[config.mk]
export PLATFORM = sky130hd
export DESIGN_NAME = uart_tx_fifo
export DESIGN_NICKNAME = d
export VERILOG_FILES = /design/src/rtl/uart_tx_fifo.sv
export SDC_FILE = /design/constraint.sdc
export NUM_CORES = 1
export LEC_CHECK = 0
export CORE_ASPECT_RATIO = 1.4
export CORE_MARGIN = 2
export CORE_UTILIZATION = 40
export CTS_BUF_LIST = sky130_fd_sc_hd__clkbuf_8 sky130_fd_sc_hd__clkbuf_16
export DETAILED_ROUTE_END_ITERATION = 8
export PLACE_DENSITY = 0.7
export SYNTH_ARGS = -nofsm -noshare
export SYNTH_HDL_FRONTEND = slang
export SYNTH_SLANG_ARGS = --single-unit
export TNS_END_PERCENT = 30
[constraint.sdc]
create_clock -name user_clk -period 2.4 [get_ports user_clk]
set_input_delay 0.36 -clock user_clk [delete_from_list [all_inputs] [get_ports user_clk]]
set_output_delay 0.36 -clock user_clk [all_outputs]
set_load 0.05 [all_outputs]
[src/rtl/uart_tx_fifo.sv]
// Byte FIFO plus a transmit sequencer that feeds uart_tx one byte per frame
// through its start_tx/data/ready handshake, exposing level and sticky overflow.
module uart_tx_fifo #(
    parameter int DEPTH = 16,
    parameter int AW    = $clog2(DEPTH)
) (
    input  logic          user_clk,
    input  logic          rst_n,
    input  logic          wr_en,
    input  logic [7:0]    wr_data,
    input  logic          ovf_clr,
    input  logic          tx_ready,
    output logic          start_tx,
    output logic [7:0]    tx_data,
    output logic          full,
    output logic          empty,
    output logic [AW:0]   level,
    output logic          overflow,
    output logic          busy
);

    typedef enum logic [1:0] {
        S_IDLE      = 2'd0,
        S_ISSUE     = 2'd1,
        S_WAIT_BUSY = 2'd2,
        S_WAIT_DONE = 2'd3
    } state_t;

    localparam logic [AW:0] FULL_LEVEL = (AW + 1)'(DEPTH);

    logic [7:0]    mem [DEPTH];
    logic [AW-1:0] wr_ptr_q, rd_ptr_q;
    logic [AW:0]   level_q, level_d;
    logic          full_q, empty_q, ovf_q, ovf_d;
    logic          start_q, busy_q;
    logic [7:0]    tx_data_q;
    state_t        state_q, state_d;
    logic          push, pop;

    // Pop only from S_IDLE, so an unknown state can never launch a frame.
    assign push = wr_en && !full_q;
    assign pop  = (state_q == S_IDLE) && !empty_q && tx_ready;

    always_comb begin
        state_d = state_q;
        case (state_q)
            S_IDLE:      if (pop) state_d = S_ISSUE;
            S_ISSUE:     state_d = S_WAIT_BUSY;
            // uart_tx's ready lags its capture by two cycles; a high ready here is stale.
            S_WAIT_BUSY: if (!tx_ready) state_d = S_WAIT_DONE;
            S_WAIT_DONE: if (tx_ready) state_d = S_IDLE;
            default:     state_d = S_IDLE;
        endcase
    end

    always_comb begin
        level_d = level_q;
        case ({push, pop})
            2'b10:   level_d = level_q + 1'b1;
            2'b01:   level_d = level_q - 1'b1;
            default: level_d = level_q;
        endcase
    end

    // A new overflow outranks a simultaneous clear.
    always_comb begin
        ovf_d = ovf_q;
        if (wr_en && full_q)
            ovf_d = 1'b1;
        else if (ovf_clr)
            ovf_d = 1'b0;
    end

    always_ff @(posedge user_clk) begin
        if (push)
            mem[wr_ptr_q] <= wr_data;
    end

    always_ff @(posedge user_clk or negedge rst_n) begin
        if (!rst_n) begin
            state_q   <= S_IDLE;
            wr_ptr_q  <= '0;
            rd_ptr_q  <= '0;
            level_q   <= '0;
            full_q    <= 1'b0;
            empty_q   <= 1'b1;
            ovf_q     <= 1'b0;
            start_q   <= 1'b0;
            busy_q    <= 1'b0;
            tx_data_q <= 8'h00;
        end else begin
            state_q <= state_d;
            level_q <= level_d;
            full_q  <= (level_d == FULL_LEVEL);
            empty_q <= (level_d == '0);
            ovf_q   <= ovf_d;
            start_q <= pop;
            busy_q  <= (state_d != S_IDLE);
            if (push)
                wr_ptr_q <= wr_ptr_q + 1'b1;
            if (pop) begin
                rd_ptr_q  <= rd_ptr_q + 1'b1;
                tx_data_q <= mem[rd_ptr_q];
            end
        end
    end

    assign start_tx = start_q;
    assign tx_data  = tx_data_q;
    assign full     = full_q;
    assign empty    = empty_q;
    assign level    = level_q;
    assign overflow = ovf_q;
    assign busy     = busy_q;

endmodule
==> results.sh <==
export IMPL_status="complete, no violations"
export IMPL_yosysSeqAreaShare_pct=71.77
export IMPL_diodes=0
export IMPL_firstDrtPassIters=4
export IMPL_cp_buffers_inverters=1
export IMPL_maxCapViolCount=0
export IMPL_path_max_fanout=4
export IMPL_cpMostUsedCell="xor2_1"
export IMPL_final_max_slew_viol_count=0
export IMPL_ios=31
export IMPL_final_cells=642
export IMPL_post_synth_cell_area_avg_um2=17.07
export IMPL_total_power_mw=9.236
export IMPL_wirelength_mm=12.18
export IMPL_fin_skew_ns=0.01290
export IMPL_coreArea_mm2=0.01554
export IMPL_finalHoldViolCount=0
export IMPL_syn_area_mm2=0.006334
export IMPL_syn_inst=371
export IMPL_period_minus_slack_ns=2.300
export IMPL_routed_via_density=5.240
export IMPL_cts_buffers=17
export IMPL_hpwlAfterDp_mm=7.761
export IMPL_gp_congestion=0.7772
export IMPL_dp_cells=609
export IMPL_worstSetupPathType="flip-flop to flip-flop"
export IMPL_drc=0
export IMPL_yosys_register_bits=156
export IMPL_grt_pass1_vias=3497
export IMPL_areaGrowthSynthToFinish_pct=20.29
export IMPL_slowest_stage="dfstp_2"
export IMPL_multiInputGateArea_mm2=0.001700
export IMPL_htree_levels=4
export IMPL_ir_drop_mv=0.5091
export IMPL_netlist_top_cells_area="edfxtp_1 61%, dfrtp_1 11%, mux4_2 6.4%"
export IMPL_clock_latency_ns=0.41
export IMPL_tightest_slew_ns=0.6346
export IMPL_grt_antenna_before_repair=0
export IMPL_clk_pin_slew_ns=0.06
export IMPL_p_leak_nw=2.654
export IMPL_synth_main_ff_cell="edfxtp_1"
export IMPL_synthDistinctLibCells=41
export IMPL_period_share_pct=95.83
export IMPL_path_cells="nand3b_1 -> inv_2 -> ha_4 -> xor2_1 -> ha_2 -> o21ai_2 -> a21oi_1 -> a2111oi_2 -> xor2_1 -> nor3b_2"
export IMPL_max_freq_mhz=434.8
export IMPL_overflow=0
export IMPL_end_kind="flip-flop"
export IMPL_arrival_ns=2.63
export IMPL_die_w_um=110.4
export IMPL_slew_headroom_pct=57.54
export IMPL_cp_top_family="flip-flops"
export IMPL_cts_tree="built"
export IMPL_nFillCells=1290
export IMPL_synth_edff_count=128
export IMPL_final_antenna_net_count=0
export IMPL_yosysWarningCount=0
export IMPL_async_flop_share_pct=17.95
export IMPL_grt_first_pass_wirelength_mm=19.17
export IMPL_cts_root_buf="clkbuf_16"
export IMPL_clock_sinks=156
export IMPL_cpPeakStageDelay_ns=0.54
export IMPL_yosys_area_top_type_share_pct=60.69
export IMPL_hp_class="input pin to async pin"
export IMPL_vias=3364
export IMPL_hold_ws_ns=0.3394
export IMPL_setup_viol=0
export IMPL_rows=54
export IMPL_syn_nets=392
export IMPL_drt_iter0_drc=230
export IMPL_wire_per_inst_um=18.97
export IMPL_clockBufferDepth=2
export IMPL_start_util_pct=40.76
export IMPL_regArea_mm2=0.004548
export IMPL_nets=454
export IMPL_cts_hold_buf=0
export IMPL_io_buffers=30
export IMPL_grt_max_degree=38
export IMPL_drive_gt1_share_pct=25.34
export IMPL_yosys_area_top_type="edfxtp_1"
export IMPL_cp_data_required_time_ns=2.73
export IMPL_die_area_mm2=0.01687
export IMPL_track_usage_pct=15.66
export IMPL_start_kind="flip-flop"
export IMPL_power_density_mw_per_mm2=1212
export IMPL_dieHeight_um=152.9
-- path summary, 6_finish.rpt --
kind,startpoint,end,slack [ns],depth (start not counted)
worst min register to register,rd_ptr_q[3],rd_ptr_q[3],0.51,1
worst min-delay path,rst_n,start_tx,0.34,2
worst max-delay path,empty,full,0.10,10
min in group user_clk,rd_ptr_q[3],rd_ptr_q[3],0.51,1
worst max register to register,empty,full,0.10,10
max in group asynchronous,rst_n,empty,1.75,2
-- metrics by stage --
step           worst slack (ns)  TNS [ns]  instance area, µm²  utilization (%)
2_1_floorplan           -0.1195   -0.1730                6362                -
3_3_place_gp            -0.2133   -0.4051                7049            45.36
3_5_place_dp            -0.3514   -0.8668                7049            45.36
4_1_cts                 0.06490         0                7599            48.90
5_1_grt                -0.02272  -0.02272                7619            49.03
6_report                 0.1001         0                7619            49.03
-- cells in the final DEF (no fill, tap or decap), types with 8 or more instances in the layout --
master and instances:
clkdlybuf4s50_1 30, edfxtp_1 128, nor2_1 18, inv_1 8, a21oi_1 10, nor3_1 13, mux2i_1 15, a221o_1 8
o21ai_1 8, mux4_2 18, clkbuf_16 17, dfrtp_1 25, nand2_1 14, buf_4 31, mux2_2 23
-- final cells by class --
cell class	count	area share, %
repair buffers	62	7.259
inverters	6	0.2956
well taps	196	3.219
flip-flops and latches	156	59.70
clock inverters	15	1.626
clock buffers	17	5.584
multi-input cells	190	22.32
-- registers in the layout, summed over array words and instances, names as in the netlist, 2 cells and up --
signal and cells:
rd_ptr_q 4, tx_data 8, wr_ptr_q 4, state_q 2, level 5, mem 128
-- logic make-up (layout without fill, tap and decap cells) --
| logic type | after synthesis | count (layout) | share of synthesized area, % |
|---|---|---|---|
| flops | 156 | 156 | 71.77 |
| simple gates | 64 | 64 | 4.899 |
| mux | 56 | 56 | 12.86 |
| compound gates | 51 | 51 | 5.472 |
| buf+inv | 25 | 100 | 1.896 |
| xor+xnor | 11 | 11 | 1.521 |
| fa+ha+maj | 8 | 8 | 1.580 |
-- power breakdown --
part	switching [mW]	leakage [nW]	internal, mW	total (mW)
combinational	1.73	0.892	1.39	3.12
sequential	0.291	1.49	3.38	3.67
clock	1.03	0.268	1.42	2.45
-- routing by layer --
layer	GRT usage, %	routed length, µm	part of all wire [%]
met1	18.79	4727	39
met4	5.298	147	1.2
met5	0	0	0
met3	4.264	487	4.0
met2	26.88	6814	56
-- cell usage after synthesis (2+ instances only) --
| master | count |
|---|---|
| mux4_2 | 18 |
| o21ai_0 | 6 |
| edfxtp_1 | 128 |
| a221o_1 | 8 |
| o21bai_1 | 7 |
| buf_4 | 4 |
| nand2b_1 | 3 |
| o22ai_1 | 7 |
| nor3_1 | 13 |
| a21oi_1 | 10 |
| nand4_1 | 2 |
| nor2b_1 | 4 |
| buf_2 | 3 |
| o21ai_1 | 7 |
| clkbuf_1 | 10 |
| mux2i_1 | 15 |
| xor2_1 | 4 |
| mux2_2 | 23 |
| nand2_1 | 14 |
| ha_1 | 8 |
| inv_1 | 6 |
| nor2_1 | 19 |
| nand3b_1 | 2 |
| dfrtp_1 | 27 |
| xnor2_1 | 7 |
-- repair_timing --
item | 4_1_cts | 5_1_grt
resized for setup | 0 | 4
setup buffers | 0 | 1
endpoints found under the hold margin | 0 | 0
setup endpoints to repair | 0 | 2
-- worst reg2reg max path, stage by stage, from the launching register on --
cell and delay [ns]:
dfstp_2 0.54, nand3b_1 0.14, inv_2 0.07, ha_4 0.16
xor2_1 0.14, ha_2 0.21, o21ai_2 0.12, a21oi_1 0.06
a2111oi_2 0.32, xor2_1 0.27, nor3b_2 0.20
(Power assumes the default switching activity.)
